### config.mk
export PLATFORM = sky130hd
export DESIGN_NAME = writeback_stage_flat
export DESIGN_NICKNAME = d
export VERILOG_FILES = /design/src/rtl/writeback_stage_if.sv /design/src/rtl/writeback_stage.sv /design/src/flat_wrapper.sv
export SDC_FILE = /design/constraint.sdc
export NUM_CORES = 1
export LEC_CHECK = 0
export ABC_AREA = 0
export CORE_AREA = 5 5 65 111
export DETAILED_ROUTE_END_ITERATION = 12
export DIE_AREA = 0 0 70 116
export GPL_TIMING_DRIVEN = 0
export PLACE_DENSITY = 0.84
export SYNTH_ARGS = -nofsm -noshare
export SYNTH_HDL_FRONTEND = slang
export SYNTH_SLANG_ARGS = --single-unit
export TNS_END_PERCENT = 50
### constraint.sdc
create_clock -name clk -period 2.2 [get_ports clk]
set_input_delay 0.33 -clock clk [delete_from_list [all_inputs] [get_ports clk]]
set_output_delay 0.33 -clock clk [all_outputs]
set_load 0.005 [all_outputs]
### src/rtl/writeback_stage_if.sv
// Execute-to-writeback channel: finished instruction, its result and flags, plus the ready back-pressure.
// valid_in/in_ready: a transfer happens on a rising edge where both are 1; the payload must be stable while valid_in is 1.
interface writeback_stage_if;
    logic        valid_in;
    logic        in_ready;
    logic [4:0]  opcode;
    logic        am;
    logic [2:0]  rd;
    logic [3:0]  mem_addr;
    logic [5:0]  instr_mem_addr;
    logic [15:0] result;
    logic        zero_flag;
    logic        carry_flag;
    logic        ac_flag;
    logic        parity_flag;

    modport master (
        output valid_in, opcode, am, rd, mem_addr, instr_mem_addr, result,
               zero_flag, carry_flag, ac_flag, parity_flag,
        input  in_ready
    );

    modport slave (
        input  valid_in, opcode, am, rd, mem_addr, instr_mem_addr, result,
               zero_flag, carry_flag, ac_flag, parity_flag,
        output in_ready
    );
endinterface

### src/rtl/writeback_stage.sv
// Final pipeline stage: commits results to registers or memory, latches flags,
// resolves jumps/branches into a PC redirect and holds a sticky halt.
module writeback_stage #(
    parameter int         COUNT_W     = 8,
    parameter logic [4:0] HALT_OPCODE = 5'b11111
) (
    input  logic               clk,
    input  logic               reset,
    writeback_stage_if.slave   ex,
    output logic               reg_we,
    output logic [2:0]         reg_waddr,
    output logic [7:0]         reg_wdata,
    output logic               mem_we,
    output logic [3:0]         mem_waddr,
    output logic [7:0]         mem_wdata,
    output logic [3:0]         flags_q,
    output logic               pc_load,
    output logic [5:0]         pc_target,
    output logic               halted,
    output logic [COUNT_W-1:0] retired,
    output logic [1:0]         state_dbg
);

    typedef enum logic [1:0] {
        IDLE      = 2'd0,
        COMMIT    = 2'd1,
        COMMIT_HI = 2'd2,
        HALT      = 2'd3
    } state_t;

    state_t     state;
    logic       hi_pending;
    logic [2:0] hi_addr;
    logic [7:0] hi_data;

    logic accept;
    logic dec_reg;
    logic dec_mem;
    logic dec_pc;
    logic dec_wide;
    logic dec_flags;

    assign state_dbg   = state;
    assign ex.in_ready = (state != HALT) && !((state == COMMIT) && hi_pending);
    assign accept      = ex.valid_in && ex.in_ready;

    // Branch conditions read the flags committed by the previous instruction.
    always_comb begin
        dec_reg  = 1'b0;
        dec_mem  = 1'b0;
        dec_pc   = 1'b0;
        dec_wide = 1'b0;
        case (ex.opcode) inside
            5'b00000, 5'b00001, 5'b00010, 5'b00111,
            5'b01000, 5'b01010, 5'b01011:              dec_reg = 1'b1;
            5'b00011, 5'b00100: begin
                dec_reg  = 1'b1;
                dec_wide = 1'b1;
            end
            5'b00101, 5'b00110, 5'b01001,
            [5'b10000:5'b10101]: begin
                dec_reg = !ex.am;
                dec_mem = ex.am;
            end
            5'b01100:                                  dec_mem = 1'b1;
            5'b01101:                                  dec_pc  = 1'b1;
            5'b01110:                                  dec_pc  = flags_q[3];
            5'b10110:                                  dec_pc  = flags_q[2];
            5'b10111:                                  dec_pc  = !flags_q[3];
            5'b11000:                                  dec_pc  = flags_q[0];
            default: ;
        endcase
        dec_flags = ex.opcode inside {[5'b00001:5'b01010], [5'b10000:5'b10101], 5'b11001};
    end

    always_ff @(posedge clk or posedge reset) begin
        if (reset) begin
            state      <= IDLE;
            hi_pending <= 1'b0;
            hi_addr    <= '0;
            hi_data    <= '0;
            reg_we     <= 1'b0;
            reg_waddr  <= '0;
            reg_wdata  <= '0;
            mem_we     <= 1'b0;
            mem_waddr  <= '0;
            mem_wdata  <= '0;
            flags_q    <= '0;
            pc_load    <= 1'b0;
            pc_target  <= '0;
            halted     <= 1'b0;
            retired    <= '0;
        end else begin
            reg_we  <= 1'b0;
            mem_we  <= 1'b0;
            pc_load <= 1'b0;
            if ((state == COMMIT) && hi_pending) begin
                reg_we     <= 1'b1;
                reg_waddr  <= hi_addr;
                reg_wdata  <= hi_data;
                hi_pending <= 1'b0;
                state      <= COMMIT_HI;
            end else if (state != HALT) begin
                if (!accept) begin
                    state <= IDLE;
                end else if (ex.opcode == HALT_OPCODE) begin
                    state  <= HALT;
                    halted <= 1'b1;
                end else begin
                    state      <= COMMIT;
                    retired    <= retired + {{(COUNT_W-1){1'b0}}, 1'b1};
                    hi_pending <= dec_wide;
                    hi_addr    <= ex.rd + 3'd1;
                    hi_data    <= ex.result[15:8];
                    if (dec_flags)
                        flags_q <= {ex.zero_flag, ex.carry_flag, ex.ac_flag, ex.parity_flag};
                    if (dec_reg) begin
                        reg_we    <= 1'b1;
                        reg_waddr <= ex.rd;
                        reg_wdata <= ex.result[7:0];
                    end
                    if (dec_mem) begin
                        mem_we    <= 1'b1;
                        mem_waddr <= ex.mem_addr;
                        mem_wdata <= ex.result[7:0];
                    end
                    if (dec_pc) begin
                        pc_load   <= 1'b1;
                        pc_target <= ex.instr_mem_addr;
                    end
                end
            end
        end
    end

endmodule

### src/flat_wrapper.sv
// flat-port wrapper written by rule: the top's interface ports become plain ports
module writeback_stage_flat 
#(
    parameter int         COUNT_W     = 8,
    parameter logic [4:0] HALT_OPCODE = 5'b11111
)
  (clk, reset, reg_we, reg_waddr, reg_wdata, mem_we, mem_waddr, mem_wdata, flags_q, pc_load, pc_target, halted, retired, state_dbg, ex_valid_in, ex_opcode, ex_am, ex_rd, ex_mem_addr, ex_instr_mem_addr, ex_result, ex_zero_flag, ex_carry_flag, ex_ac_flag, ex_parity_flag, ex_in_ready);
  writeback_stage_if ex_i ();
  input  logic clk;
  input  logic reset;
  output logic reg_we;
  output logic [2:0] reg_waddr;
  output logic [7:0] reg_wdata;
  output logic mem_we;
  output logic [3:0] mem_waddr;
  output logic [7:0] mem_wdata;
  output logic [3:0] flags_q;
  output logic pc_load;
  output logic [5:0] pc_target;
  output logic halted;
  output logic [COUNT_W-1:0] retired;
  output logic [1:0] state_dbg;
  input wire logic [$bits(ex_i.valid_in)-1:0] ex_valid_in;
  input wire logic [$bits(ex_i.opcode)-1:0] ex_opcode;
  input wire logic [$bits(ex_i.am)-1:0] ex_am;
  input wire logic [$bits(ex_i.rd)-1:0] ex_rd;
  input wire logic [$bits(ex_i.mem_addr)-1:0] ex_mem_addr;
  input wire logic [$bits(ex_i.instr_mem_addr)-1:0] ex_instr_mem_addr;
  input wire logic [$bits(ex_i.result)-1:0] ex_result;
  input wire logic [$bits(ex_i.zero_flag)-1:0] ex_zero_flag;
  input wire logic [$bits(ex_i.carry_flag)-1:0] ex_carry_flag;
  input wire logic [$bits(ex_i.ac_flag)-1:0] ex_ac_flag;
  input wire logic [$bits(ex_i.parity_flag)-1:0] ex_parity_flag;
  output wire logic [$bits(ex_i.in_ready)-1:0] ex_in_ready;
  assign ex_i.valid_in = ex_valid_in;
  assign ex_i.opcode = ex_opcode;
  assign ex_i.am = ex_am;
  assign ex_i.rd = ex_rd;
  assign ex_i.mem_addr = ex_mem_addr;
  assign ex_i.instr_mem_addr = ex_instr_mem_addr;
  assign ex_i.result = ex_result;
  assign ex_i.zero_flag = ex_zero_flag;
  assign ex_i.carry_flag = ex_carry_flag;
  assign ex_i.ac_flag = ex_ac_flag;
  assign ex_i.parity_flag = ex_parity_flag;
  assign ex_in_ready = ex_i.in_ready;
  writeback_stage #(.COUNT_W(COUNT_W), .HALT_OPCODE(HALT_OPCODE)) u_core (.clk(clk), .reset(reset), .ex(ex_i), .reg_we(reg_we), .reg_waddr(reg_waddr), .reg_wdata(reg_wdata), .mem_we(mem_we), .mem_waddr(mem_waddr), .mem_wdata(mem_wdata), .flags_q(flags_q), .pc_load(pc_load), .pc_target(pc_target), .halted(halted), .retired(retired), .state_dbg(state_dbg));
endmodule
==> impl_results.md <==
* Clk_skew at between 9 and 10 ps
* Die area at around 8000 um2
* CTS tree: built
* Period minus WS final at ~2100 ps
* Drt drc at 0
* Slew headroom at about half
* HP Class: primary input to asynchronous set/reset pin
* Seq/Total Area, Yosys at around 54%
* DRT iter0 DRCs at a little under 90
* Pleak at 1.887 nW
* Unrepaired setup endpoints after global routing: true
* Switching share of power at around 22%
* Critical Path Sink Type: register
* Dpl hpwl at between 5 and 6 mm
* Final setup fails at 0
* Finished Cell Area at 3956 um2
* Ant diodes at 0
* DP Cell Count at 417
* CP max stage cell: dfrtp_1
* Port bufs at 88
* Global Route Usage Sum at between 10% and 20%
* Synthesized area at about 2700 um2
* Slew @ Worst Pin at just over 700 ps
* Ys flop type: dfrtp_1
* Buffer and inverter count on the worst path at 1
* Worst-path maximum fanout at 10
* Gate power share at under 10%
* TritonRoute pass-1 iters at 4
* Max Fclk at between 400 and 500 MHz
* Vias at ~2.3k
* Stages on worst setup path at 6
* Num ports at 90
* CP delay by family, top: compound AO/OA/AOI/OAI gates
* Core ar. at between 6000 and 7000 um2
* Max Slew Vio Count at 0
* Clock Latency Late Sink at approximately 340 ps
* Status: finished clean
* Critical path class: register to register
* Initial antenna violation count at 0
* Tot Pwr at 2.173 mW
* Number of synthesized register bits at 59
* Worst Path Arrival at ~2400 ps
* Async SR Flop Fraction at 100.0%
* Syn Nets at between 200 and 300
* Antenna-violating nets left at 0
* Synth area leaders: dfrtp_1, nand2_1, mux2_2
* Max-cap check violation count at 0
* Seq pwr share at between 50% and 60%
* Post-synth top area cell: dfrtp_1
* Crit-path max cell delay at 430 ps
* Post-DR wirelength/cell at around 16 um
* CP Launch Type: register
* CTS H-tree depth at 3
* Pint at roughly 1.7 mW
* Routability cong. at around 0.80
* PwrDens at roughly 550 nW/um2
* Synth-to-layout area growth at 44.65%
* Initial core utilization at roughly 44%
* Final hold slack at between 300 and 400 ps
* Syn Inst Count at 248
* Period utilisation layout at about 97%
* CP required at 2420 ps
* Via density at just over 5
* Final WL at about 6.9 mm
* Grt ovf at 0
* FP Rows at 38
* Yosys cell types at between 40 and 50
* Share of cells above drive strength 1 at around 15%
* Placed cell areas at roughly 3700 um2
* First-pass GRT wire length at 11.18 mm
* Largest net degree at the start of global routing at 42
* Worst VDD drop at approximately 0.00042 V
* R2R depth at 6
* Post-layout net count at just under 400
* Synthesized area per cell at around 11 um2
* CP cell instances: o21ai_2 > nand2_1 > a311oi_2 > a21boi_4 > buf_6 > mux2_4
* Synth warnings at 0
* Post-synth EDFFs at 0
* Post-CTS Hold Buffers at 0
* Sw power at about 0.48 mW
* Clock transition at path regs at around 70 ps
* Die H at roughly 120 um
* Clock power frac at 41.8%
* Cell chosen for the clock root: clkbuf_8
* Synth top area share at a little over half
* Total CTS buffers at 9
* Clk sink count at 59
* Fin. Hold Viols at 0
* Vias in the first global route at 2327
* Die W at about 70 um
* Clk buf depth at 2
* Post-Layout Cell Count at between 400 and 500
repair_timing:
action / CTS / global route
pin swaps: 1 / 2
resized for setup: 2 / 9
setup buffers: 1 / 2
setup endpoints to repair: 12 / 34
cells in the final DEF, fill, tap and decap left out, types with 2 or more instances in the layout:
cell,Yosys,routed
clkbuf_2,0,3
buf_2,4,3
mux2_4,9,9
nor3b_1,2,2
nor3_1,3,3
clkbuf_1,8,7
nand3_1,4,3
xnor2_1,5,5
clkbuf_8,0,9
buf_6,2,2
xor2_1,3,3
a31oi_1,12,12
nand4_1,3,3
o21ai_0,8,8
nand2b_1,2,2
inv_1,9,8
o21ai_2,1,2
a21oi_1,18,18
nor2_1,4,4
clkdlybuf4s50_1,0,88
clkinv_2,0,2
mux2i_1,11,11
nor4_1,2,2
nand2_1,43,43
mux2_2,13,13
buf_4,0,3
nor2b_1,2,2
ha_1,2,2
dfrtp_1,59,59
state kept, by name, summed over array words and instances (netlist names):
name               flops
u_core.flags_q         4
u_core.state_dbg       2
u_core.hi_pending      1
u_core.pc_target       6
u_core.halted          1
u_core.mem_wdata       8
u_core.mem_waddr       4
u_core.reg_wdata       8
u_core.hi_addr         3
u_core.reg_we          1
u_core.reg_waddr       3
u_core.mem_we          1
u_core.hi_data         8
u_core.retired         8
u_core.pc_load         1
cell type report:
class | instances | area [um2]
plain buffers | 14 | 78.83
repair buffers | 92 | 923.4
well taps | 80 | 100.1
inverters | 9 | 33.78
flip-flops and latches | 59 | 1476
multi-input cells | 166 | 1169
clock inverters | 3 | 40.04
fillers | 492 | 2225
clock buffers | 12 | 135.1
layer usage:
metal	share of wire, %	GRT usage (%)	vias up	routed length (um)
met5	0	0	-	0
met1	36	18.94	1087	2514
met2	56	31.40	61	3851
met3	4.1	5.295	23	285
met4	3.7	10.87	0	259
li1	-	-	1081	-
power groups by stage:
stage / clock network (mW) / registers, mW / logic, mW
after global routing: 0.987 / 1.08 / 0.199
after global placement: 0 / 1.11 / 0.168
after detailed placement: 0 / 1.10 / 0.176
final: 0.908 / 1.09 / 0.180
after CTS: 0.928 / 1.09 / 0.177
after floorplan: 0 / 1.11 / 0.0732
synth_stat cells (2+ instances only):
library cell  instances
clkbuf_1              8
nor3b_1               2
nor2_1                4
ha_1                  2
nor3_1                3
xor2_1                3
xnor2_1               5
nor2b_1               2
nand2_1              43
nor4_1                2
nand3_1               4
nand2b_1              2
o21ai_0               8
o21ai_1               2
a21oi_1              18
mux2_4                9
mux2_2               13
nand4_1               3
buf_6                 2
buf_2                 4
inv_1                 9
a31oi_1              12
dfrtp_1              59
mux2i_1              11
logic make-up (layout without fill, tap and decap cells):
group | after synthesis | after routing | share of synthesized area (%)
flip-flops | 59 | 59 | 53.98
multiplexers | 33 | 33 | 14.32
adder cells (fa/ha/maj) | 2 | 2 | 0.9148
XOR/XNOR | 8 | 8 | 2.562
buffers and inverters | 23 | 130 | 3.888
AO/OA/AOI/OAI | 55 | 55 | 13.08
AND/OR/NAND/NOR | 68 | 68 | 11.25
path summary, 6_finish.rpt:
kind | start | end | slack, ps
max in group asynchronous | reset | u_core.state_dbg[0]$_DFFE_PP0N_ | 1350
worst min register to register | u_core.retired[7]$_DFFE_PP0P_ | u_core.retired[7]$_DFFE_PP0P_ | 470
min in group clk | ex_opcode[4] | u_core.hi_pending$_DFFE_PP0P_ | 440
worst min-delay path | reset | u_core.hi_data[5]$_DFFE_PP0P_ | 300
worst max-delay path | u_core.state_dbg[1]$_DFFE_PP0N_ | u_core.mem_wdata[7]$_DFFE_PP0P_ | 60
worst max register to register | u_core.state_dbg[1]$_DFFE_PP0N_ | u_core.mem_wdata[7]$_DFFE_PP0P_ | 60
stage by stage:
step,setup TNS (ps),util [%],setup WS [ps]
3_5_place_dp,-15530,60.45,-616.3
5_1_grt,-10.46,64.01,-8.333
3_3_place_gp,-47940,60.12,-585.9
2_1_floorplan,0,-,204.2
6_report,0,64.01,59.76
4_1_cts,0,63.54,22.46
worst reg2reg max path, cell delays in order (launching register included):
cell,delay [ps]
dfrtp_1,430
o21ai_2,250
nand2_1,210
a311oi_2,350
a21boi_4,270
buf_6,200
mux2_4,320
Note: power is estimated with default switching activity, not from simulation.
